==> src/rtl/marmot_wb_sram_pkg.sv <==
// Shared types and helpers for the Wishbone-to-D-cache-SRAM bridge.
// Partial-write read-modify-write is enabled by defining MARMOT_WB_SRAM_RMW_EN.
package marmot_wb_sram_pkg;

  localparam int BANKS  = 4;
  localparam int BANK_W = 2;
  localparam int ROW_W  = 9;
  localparam int RAM_DW = 64;
  localparam int LANE_W = 32;

  typedef enum logic [2:0] {
    IDLE,
    ISSUE,
    WAIT,
    WBACK,
    ACK
  } state_t;

  // Byte-wise merge of new write data over the old lane contents.
  function automatic logic [LANE_W-1:0] byte_merge(input logic [LANE_W-1:0] old_data,
                                                   input logic [LANE_W-1:0] new_data,
                                                   input logic [3:0]        sel);
    logic [LANE_W-1:0] m;
    for (int i = 0; i < 4; i++)
      m[8*i +: 8] = sel[i] ? new_data[8*i +: 8] : old_data[8*i +: 8];
    return m;
  endfunction

endpackage

==> src/rtl/marmot_sram_lane_mux.sv <==
// Combinational bank/lane select over the four macro read-data buses.
module marmot_sram_lane_mux
  import marmot_wb_sram_pkg::*;
(
  input  logic [RAM_DW-1:0] rdata0,
  input  logic [RAM_DW-1:0] rdata1,
  input  logic [RAM_DW-1:0] rdata2,
  input  logic [RAM_DW-1:0] rdata3,
  input  logic [BANK_W-1:0] bank,
  input  logic              lane,
  output logic [LANE_W-1:0] data
);

  logic [RAM_DW-1:0] row;

  // Pick the bank row, then the 32-bit half addressed by lane.
  always_comb begin
    row = rdata0;
    case (bank)
      2'd1:    row = rdata1;
      2'd2:    row = rdata2;
      2'd3:    row = rdata3;
      default: row = rdata0;
    endcase
    data = lane ? row[63:32] : row[31:0];
  end

endmodule

==> src/rtl/marmot_wb_sram_bridge.sv <==
// Wishbone classic slave giving direct access to the D-cache data SRAM macros.
// Optional feature: MARMOT_WB_SRAM_RMW_EN builds read-modify-write for partial
// byte-select writes; without it partial writes land as full-lane writes.
module marmot_wb_sram_bridge
  import marmot_wb_sram_pkg::*;
#(
  parameter logic [31:0] BASE_ADDR = 32'h3000_0000,
  parameter logic [31:0] ADDR_MASK = 32'hFFFF_C000
) (
  input  logic              wb_clk_i,
  input  logic              wb_rst_i,
  input  logic              wbs_cyc_i,
  input  logic              wbs_stb_i,
  input  logic              wbs_we_i,
  input  logic [3:0]        wbs_sel_i,
  input  logic [31:0]       wbs_adr_i,
  input  logic [31:0]       wbs_dat_i,
  output logic              wbs_ack_o,
  output logic [31:0]       wbs_dat_o,
  output logic              ram_clk,
  output logic [BANKS-1:0]  ram_csb,
  output logic              ram_web,
  output logic [ROW_W-1:0]  ram_addr,
  output logic [1:0]        ram_wmask,
  output logic [RAM_DW-1:0] ram_wdata,
  input  logic [RAM_DW-1:0] ram_rdata0,
  input  logic [RAM_DW-1:0] ram_rdata1,
  input  logic [RAM_DW-1:0] ram_rdata2,
  input  logic [RAM_DW-1:0] ram_rdata3
);

  state_t              state, state_nxt;
  logic [BANK_W-1:0]   bank_q, bank_nxt;
  logic                lane_q, lane_nxt;
  logic                we_q, we_nxt;
  logic                abort_q, abort_nxt;
  logic                ack_nxt;
  logic [31:0]         dat_nxt;
  logic [BANKS-1:0]    csb_nxt;
  logic                web_nxt;
  logic [ROW_W-1:0]    addr_nxt;
  logic [1:0]          wmask_nxt;
  logic [RAM_DW-1:0]   wdata_nxt;
  logic [LANE_W-1:0]   rd_lane;
  logic                hit, drop, partial_req, full_wr_q;
  logic                unused_adr;

`ifdef MARMOT_WB_SRAM_RMW_EN
  logic [3:0]          sel_q, sel_nxt;
  logic [31:0]         wd_q, wd_nxt;
  logic                rmw_q, rmw_nxt;
  logic [LANE_W-1:0]   merged;
  assign partial_req = (wbs_sel_i != 4'hF);
  assign full_wr_q   = we_q & ~rmw_q;
  assign merged      = byte_merge(rd_lane, wd_q, sel_q);
`else
  assign partial_req = 1'b0;
  assign full_wr_q   = we_q;
`endif

  assign ram_clk    = wb_clk_i;
  assign hit        = (wbs_adr_i & ADDR_MASK) == BASE_ADDR;
  // Once cyc is seen low mid-transfer the access still finishes but no ack is given.
  assign drop       = abort_q | ~wbs_cyc_i;
  assign unused_adr = ^wbs_adr_i[1:0];

  marmot_sram_lane_mux u_mux (
    .rdata0 (ram_rdata0),
    .rdata1 (ram_rdata1),
    .rdata2 (ram_rdata2),
    .rdata3 (ram_rdata3),
    .bank   (bank_q),
    .lane   (lane_q),
    .data   (rd_lane)
  );

  // Next-state and next-value of every registered output.
  always_comb begin
    state_nxt = state;
    bank_nxt  = bank_q;
    lane_nxt  = lane_q;
    we_nxt    = we_q;
    abort_nxt = abort_q;
    ack_nxt   = 1'b0;
    dat_nxt   = wbs_dat_o;
    csb_nxt   = '1;
    web_nxt   = 1'b1;
    addr_nxt  = ram_addr;
    wmask_nxt = ram_wmask;
    wdata_nxt = ram_wdata;
`ifdef MARMOT_WB_SRAM_RMW_EN
    sel_nxt   = sel_q;
    wd_nxt    = wd_q;
    rmw_nxt   = rmw_q;
`endif
    case (state)
      IDLE: begin
        abort_nxt = 1'b0;
        if (wbs_cyc_i && wbs_stb_i) begin
          bank_nxt = wbs_adr_i[13:12];
          lane_nxt = wbs_adr_i[2];
          we_nxt   = wbs_we_i;
`ifdef MARMOT_WB_SRAM_RMW_EN
          sel_nxt  = wbs_sel_i;
          wd_nxt   = wbs_dat_i;
          rmw_nxt  = wbs_we_i & partial_req;
`endif
          if (!hit) begin
            state_nxt = ACK;
            ack_nxt   = 1'b1;
            dat_nxt   = '0;
          end else if (wbs_we_i && wbs_sel_i == 4'h0) begin
            state_nxt = ACK;
            ack_nxt   = 1'b1;
          end else begin
            state_nxt = ISSUE;
            csb_nxt   = ~(4'b0001 << wbs_adr_i[13:12]);
            addr_nxt  = wbs_adr_i[11:3];
            // Partial writes under RMW start with a read of the row.
            if (wbs_we_i && !partial_req) begin
              web_nxt   = 1'b0;
              wmask_nxt = wbs_adr_i[2] ? 2'b10 : 2'b01;
              wdata_nxt = {wbs_dat_i, wbs_dat_i};
            end
          end
        end
      end
      ISSUE: begin
        if (!wbs_cyc_i) abort_nxt = 1'b1;
        if (full_wr_q) begin
          state_nxt = drop ? IDLE : ACK;
          ack_nxt   = ~drop;
        end else begin
          state_nxt = WAIT;
        end
      end
      WAIT: begin
        if (!we_q) begin
          dat_nxt   = rd_lane;
          state_nxt = drop ? IDLE : ACK;
          ack_nxt   = ~drop;
        end else begin
`ifdef MARMOT_WB_SRAM_RMW_EN
          if (!wbs_cyc_i) abort_nxt = 1'b1;
          state_nxt = WBACK;
          csb_nxt   = ~(4'b0001 << bank_q);
          web_nxt   = 1'b0;
          wmask_nxt = lane_q ? 2'b10 : 2'b01;
          wdata_nxt = {merged, merged};
`else
          state_nxt = IDLE;
`endif
        end
      end
`ifdef MARMOT_WB_SRAM_RMW_EN
      WBACK: begin
        state_nxt = drop ? IDLE : ACK;
        ack_nxt   = ~drop;
      end
`endif
      ACK:     state_nxt = IDLE;
      default: state_nxt = IDLE;
    endcase
  end

  // State and registered bus/macro outputs.
  always_ff @(posedge wb_clk_i) begin
    if (wb_rst_i) begin
      state     <= IDLE;
      bank_q    <= '0;
      lane_q    <= 1'b0;
      we_q      <= 1'b0;
      abort_q   <= 1'b0;
      wbs_ack_o <= 1'b0;
      wbs_dat_o <= '0;
      ram_csb   <= '1;
      ram_web   <= 1'b1;
      ram_addr  <= '0;
      ram_wmask <= '0;
      ram_wdata <= '0;
`ifdef MARMOT_WB_SRAM_RMW_EN
      sel_q     <= '0;
      wd_q      <= '0;
      rmw_q     <= 1'b0;
`endif
    end else begin
      state     <= state_nxt;
      bank_q    <= bank_nxt;
      lane_q    <= lane_nxt;
      we_q      <= we_nxt;
      abort_q   <= abort_nxt;
      wbs_ack_o <= ack_nxt;
      wbs_dat_o <= dat_nxt;
      ram_csb   <= csb_nxt;
      ram_web   <= web_nxt;
      ram_addr  <= addr_nxt;
      ram_wmask <= wmask_nxt;
      ram_wdata <= wdata_nxt;
`ifdef MARMOT_WB_SRAM_RMW_EN
      sel_q     <= sel_nxt;
      wd_q      <= wd_nxt;
      rmw_q     <= rmw_nxt;
`endif
    end
  end

endmodule

==> config.mk <==
export PLATFORM = sky130hd
export DESIGN_NAME = marmot_wb_sram_bridge
export DESIGN_NICKNAME = d
export VERILOG_FILES = /design/src/rtl/marmot_wb_sram_pkg.sv /design/src/rtl/marmot_sram_lane_mux.sv /design/src/rtl/marmot_wb_sram_bridge.sv
export SDC_FILE = /design/constraint.sdc
export NUM_CORES = 1
export LEC_CHECK = 0
export BUFFER_PORTS_ARGS = -buffer_cell sky130_fd_sc_hd__buf_2
export CORE_AREA = 5 5 169 171
export CTS_BUF_LIST = sky130_fd_sc_hd__clkbuf_8 sky130_fd_sc_hd__clkbuf_16
export DETAILED_ROUTE_END_ITERATION = 8
export DIE_AREA = 0 0 174 176
export REMOVE_ABC_BUFFERS = 1
export SYNTH_ARGS = -nofsm -noshare
export SYNTH_HDL_FRONTEND = slang
export SYNTH_SLANG_ARGS = --single-unit
export TNS_END_PERCENT = 100
==> constraint.sdc <==
create_clock -name wb_clk_i -period 2.6 [get_ports wb_clk_i]
set_input_delay 0.39 -clock wb_clk_i [delete_from_list [all_inputs] [get_ports wb_clk_i]]
set_output_delay 0.39 -clock wb_clk_i [all_outputs]
set_load 0.05 [all_outputs]
==> results of run 1 <==
cell families after synthesis:
group / count (synthesis)
DFF: 89
and+or+nand+nor: 186
AOI/OAI and AO/OA: 161
buffers and inverters: 157
muxes: 127
metrics by stage:
stage | hold WS, ps | cell area, um2 | worst slack [ps] | total power [uW] | utilization (%)
finish | 161 | 8760 | 412 | 3680 | 32.8
global route | 148 | 8760 | 262 | 3860 | 32.8
CTS | 143 | 8760 | 394 | 3760 | 32.8
detailed placement | 439 | 8390 | 268 | 2150 | 31.4
global placement | 433 | 8390 | 322 | 2150 | 31.4
floorplan | 390 | 5490 | -3830 | 1710 | -
worst max-delay path, delay by kind of cell, from the launching register on:
family / cells / cell delay [ps]
simple gates: 1 / 210
flops: 1 / 380
compound gates: 3 / 1420
final cells by class:
| type | count | area (um2) |
|---|---|---|
| clock buffers | 13 | 305 |
| clock inverters | 7 | 71.3 |
| fillers | 2845 | 18000 |
| inverters | 62 | 233 |
| multi-input cells | 474 | 3520 |
| flip-flops and latches | 89 | 1790 |
| well taps | 341 | 427 |
| repair buffers | 460 | 2420 |
Yosys cell counts (all sizes together):
cell type  count  area share [%]
o21ai         33             2.8
a21oi         18             1.5
nand4b         3            0.44
nand2b        99              10
a221oi        31             4.5
a41o           1            0.17
or4            1            0.19
o22ai         29             3.0
nor4bb         1            0.17
nor2           5            0.31
or3b           1            0.15
mux2          33             6.2
o32a           1            0.17
nor2b          4            0.42
nand4          9            0.94
dfxtp         89              30
or2            3            0.31
o31ai          9             1.1
nand3b         4            0.50
a211oi         2            0.33
buf           51             5.8
and3           1            0.10
mux2i         93              15
nand2         37             2.3
a211o          2            0.29
nor4           7            0.98
mux4           1            0.37
clkbuf        44             2.8
o2bb2ai        3            0.44
a31oi         27             2.8
a2bb2oi        1            0.15
nand3          5            0.42
nor3           6            0.50
o21a           1            0.13
inv           62             3.9
o32ai          3            0.44
state kept, by name (all words and copies together), names as in the netlist:
register / count
full_wr_q: 1
state: 3
wbs_dat_o: 32
abort_q: 1
ram_csb: 4
ram_wdata: 32
ram_web: 1
bank_q: 2
ram_addr: 9
ram_wmask: 2
wbs_ack_o: 1
lane_q: 1
power by group through the flow:
stage | Combinational [uW] | Clock, uW | Sequential [uW]
floorplan | 271 | 0 | 1440
global placement | 654 | 73.4 | 1420
detailed placement | 656 | 73.4 | 1420
CTS | 660 | 1710 | 1390
global route | 719 | 1760 | 1390
finish | 651 | 1640 | 1390
final timing paths:
| kind | end | slack (ps) | from | depth (start not counted) |
|---|---|---|---|---|
| setup / recovery | wbs_dat_o[10] | 410 | state[1] | 4 |
| hold / removal | ram_csb[3] | 160 | wbs_adr_i[13] | 2 |
| setup reg to reg | wbs_dat_o[10] | 410 | state[1] | 4 |
| hold reg to reg | wbs_dat_o[15] | 450 | wbs_dat_o[15] | 2 |
routing by layer:
layer | routed length, um | GRT usage, % | part of all wire (%) | up-vias
li1 | - | - | - | 3284
met1 | 10100 | 17.9 | 41 | 3011
met2 | 12500 | 28.3 | 51 | 321
met3 | 1820 | 4.00 | 7.4 | 21
met4 | 243 | 2.87 | 0.98 | 8
met5 | 55 | 0 | 0.22 | -
==> flow_summary.toml, run 1 <==
[sta]
maxSlewViolCount = 0
fin_setup_tns_ps = 0
timing.final.crit_period_ps = 2190
max_slew_margin_pct = 27.6
tightest_slew_ps = 1080
finalCritPeriodShare_pct = 84.2
final-hold-violation-count = 0
maxClockFrequency_ghz = 0.457
clock-skew-final_ps = 16.1
setup-violations-final = 0
rsz0062_at_grt = "no"

[synth]
syn_inst = 720
synth-xor-area-share_pct = 0
ys_warn_count = 0
synth_compound_area_share_pct = 17.8
synth_fa_ha_area_share_pct = 0
ys_seq_area_share_pct = 29.7
muxShareOfSynthArea_pct = 22.1
ys_types = 45
yosys.area_share.simple_pct = 18.0
synth_top_family_by_area = "multiplexers"
synth_area_per_cell_um2 = 8.34
ys_ff_latch = 89
syn_area_mm2 = 0.00601

[pwr]
p_leak_uw = 0.00387
peakVddDrop_mv = 0.359
p_comb_share_pct = 17.7
p_int_uw = 2610
p_sw_uw = 1070
clockPowerShare_pct = 44.6
seqPwrFrac_pct = 37.7
powerDensity_mw_per_mm2 = 420
switching_share_pct = 29.0

[cells_and_area]
area_growth_pct = 45.9
mostFrequentLayoutCells = "buf_2 (440), nand2b_1 (99), mux2i_1 (93), dfxtp_1 (86), inv_1 (62)"
finalNonFillerCells = 1446
diodes = 0
mostFrequentLayoutCell = "buf_2"
nets = 1429
layout-drive-gt1-share_pct = 47.4

[placement]
gp_congestion = 0.847
dp.cells = 1427
placement.io_buffers = 440
hpwl_mm = 20.0

[clocking]
holdBufCountCts = 0
path_clk_slew_ps = 80
ctsResizeCount = 0
tritoncts = "done"
clk_latency_ps = 460
postCtsSetupBuffers = 0

[global_route]
grt_pass1_wl_mm = 37.3
grt_pass1_vias = 6826
grt_overflow = 0
grt_usage_pct = 15.3
grt_max_degree = 69
antenna_found_initial = 5

[worst_setup_path]
path_max_fanout = 32
worstSetupPathType = "flop to flop"
cp.required_ps = 2880
critical_path_arrival_ps = 2470
cp_slowest_stage_delay_ps = 830
critPathLaunchType = "flop"
endpoint_kind = "flop"
path_cells = "nand3b_1, a211oi_1, a2bb2oi_4, o22ai_1"
critPathSlowestCell = "a2bb2oi_4"

[worst_hold_path]
hp-class = "input port to flop"

[floorplanning]
core_mm2 = 0.0267
fp.dieH_um = 176
die_x_um = 174
start_util_pct = 22.5
die_area_mm2 = 0.0306
num_rows = 60
top_level_ports = 443

[job]
cap_violations = 0

[routing]
drt-pass1-iter-count = 4
routedWlPerCell_um = 17.1
vias = 6645
ant_nets = 0
drcViolationCount = 0
via_per_inst = 4.60
wl_mm = 24.8
drt_first_iter_violations = 179

[status]
status = "finished clean"
No activity file was read; power rests on OpenSTA's default activity.
==> run 2, diff against run 1 <==
--- a/config.mk
+++ b/config.mk
@@ -5,6 +5,7 @@
 export SDC_FILE = /design/constraint.sdc
 export NUM_CORES = 1
 export LEC_CHECK = 0
+export ABC_AREA = 1
 export BUFFER_PORTS_ARGS = -buffer_cell sky130_fd_sc_hd__buf_2
 export CORE_AREA = 5 5 169 171
 export CTS_BUF_LIST = sky130_fd_sc_hd__clkbuf_8 sky130_fd_sc_hd__clkbuf_16
==> constraint.sdc (replaced) <==
create_clock -name wb_clk_i -period 2.2 [get_ports wb_clk_i]
set_input_delay 0.33 -clock wb_clk_i [delete_from_list [all_inputs] [get_ports wb_clk_i]]
set_output_delay 0.33 -clock wb_clk_i [all_outputs]
set_load 0.05 [all_outputs]
==> run 2 against run 1 <==
Against the previous run: die area stayed put; via count up 32%; power rose by 31%; hold slack lost 65 ps; final area rose by 6.3%; critical path type unchanged.
==> flow_summary.toml, run 2 <==
[routing]
highest_layer = "met4"
wl_mm = 28.2
vias = 8739
ant_nets = 0
drt-pass1-iter-count = 5
wl_met2_mm = 14.1
drcViolationCount = 0
wl_met1_mm = 11.5
routedWlPerCell_um = 14.9
wl_met3_mm = 1.89
via_per_inst = 4.63
drt_first_iter_violations = 396

[cells_and_area]
ff_latch_area_mm2 = 0.00179
area_growth_pct = 39.0
multi_input_area_mm2 = 0.00387
layout-drive-gt1-share_pct = 32.4
reg_top3 = "ram_wdata: 32 flops, wbs_dat_o: 32 flops, ram_addr: 9 flops"
n_fill_cell = 3019
nets = 1871
design_area_mm2 = 0.00931
mostFrequentLayoutCell = "buf_2"
mostFrequentLayoutCells = "buf_2 (440), nand2_1 (375), nand3_1 (222), nor2_1 (137), inv_1 (98)"

[clocking]
postCtsSetupBuffers = 0
path_clk_slew_ps = 70
tritoncts = "done"
clk_latency_ps = 450
ctsResizeCount = 0
holdBufCountCts = 0

[placement]
place_area_mm2 = 0.00896
placement.io_buffers = 440
gp_congestion = 0.884
hpwl_mm = 21.3

[floorplanning]
fp.dieH_um = 176
die_x_um = 174
num_rows = 60
top_level_ports = 443
core_mm2 = 0.0267
start_util_pct = 25.1
die_area_mm2 = 0.0306

[sta]
final-hold-violation-count = 0
maxClockFrequency_ghz = 0.526
maxSlewViolCount = 0
tightest_slew_ps = 564
finalCritPeriodShare_pct = 86.5
fin_hold_ws_ps = 95.7
clock-skew-final_ps = 4.98
rsz0062_at_grt = "no"
max_slew_margin_pct = 62.3
timing.final.crit_period_ps = 1900
setup-violations-final = 0

[pwr]
p_leak_uw = 0.00510
peakVddDrop_mv = 0.516
powerDensity_mw_per_mm2 = 518

[synth]
synth-xor-area-share_pct = 0
synth_most_common_cell = "nand2_1"
synth_area_leaders = "dfxtp_1 (27%), nand2_1 (21%), nand3_1 (17%), nor2_1 (7.8%), inv_1 (5.6%)"
ys_seq_area_share_pct = 26.6
syn_area_mm2 = 0.00670
synth_compound_area_share_pct = 3.73
yosys.area.top_type_share_pct = 26.6
synth_area_leader_cell = "dfxtp_1"
synth_fa_ha_area_share_pct = 0
synth_area_per_cell_um2 = 5.64
synth_top_family_by_area = "simple AND/OR/NAND/NOR gates"
muxShareOfSynthArea_pct = 0
ys_ff_latch = 89
ys_types = 26
ys_warn_count = 0
syn_inst = 1187
synth-async-reset-ratio_pct = 0
yosys.area_share.simple_pct = 53.7
synthTopCellsByCount = "nand2_1 (375), nand3_1 (223), nor2_1 (139), inv_1 (100), dfxtp_1 (89)"
synth-main-ff-cell = "dfxtp_1"
synth_edf_count = 0

[global_route]
grt_max_degree = 77
antenna_found_initial = 1
grt_overflow = 0
grt_pass1_wl_mm = 43.1
grt_pass1_vias = 8270
grt_usage_pct = 17.3

[worst_setup_path]
critical_path_arrival_ps = 2290
path_max_fanout = 30
endpoint_kind = "flop"
worstSetupPathType = "flop to flop"
cp.required_ps = 2590
critPathLaunchType = "flop"

[job]
cap_violations = 0

[worst_hold_path]
hp-class = "input port to flop"

[status]
status = "finished clean"
## run 2: path summary, 6_finish.rpt
check | startpoint | to | slack [ps] | depth (start not counted)
worst max-delay path | state[2] | ram_wdata[33] | 300 | 8
worst min-delay path | wbs_we_i | ram_web | 100 | 2
worst max register to register | state[2] | ram_wdata[33] | 300 | 8
worst min register to register | full_wr_q | state[1] | 460 | 1
## run 2: kinds of logic after synthesis
family,after synthesis
buffers and inverters,227
AND/OR/NAND/NOR,821
flip-flops,89
AO/OA/AOI/OAI,50
## run 2: routing by layer
metal  vias to the layer above  track usage (%)
met3                        41             3.79
met1                      3915             21.1
met2                       331             30.7
met4                         0             4.95
li1                       4452                -
met5                         -                0
## run 2: cell type report
class                      instances  area share [%]
clock inverter                     7           0.578
tap                              341            4.58
antenna                            1          0.0269
timing repair buffer             463            26.6
inverter                         104            4.19
clock buffer                      13            3.28
sequential                        89            19.2
multi-input combinational        871            41.5
## run 2: power by group
part / switching (uW) / internal, uW / leakage, uW / total (uW)
sequential: 33.4 / 1650 / 0.000725 / 1690
combinational: 798 / 498 / 0.00420 / 1300
clock: 823 / 1020 / 0.000175 / 1840
total: 1650 / 3170 / 0.00510 / 4820
## run 2: worst max-delay path, cell delays in order (launching register included)
cell and delay (ps):
dfxtp_1 340, nor2_2 170, nand4_1 270, inv_2 290, nand3_2 110, nor2_2 240, buf_12 210, o21ai_0 90
nor2_1 100
## run 2: metrics by stage
step | worst slack [ps] | util [%] | total power (uW) | TNS [ps] | instances
after detailed placement | 271 | 33.5 | 3120 | 0 | 1869
after global routing | 1.67 | 34.9 | 5130 | 0 | 1889
after floorplan | -2880 | - | 2420 | -116860 | 1064
after CTS | 267 | 34.8 | 4940 | 0 | 1888
final | 297 | 34.9 | 4820 | 0 | 1889
after global placement | 278 | 33.5 | 3110 | 0 | 1869
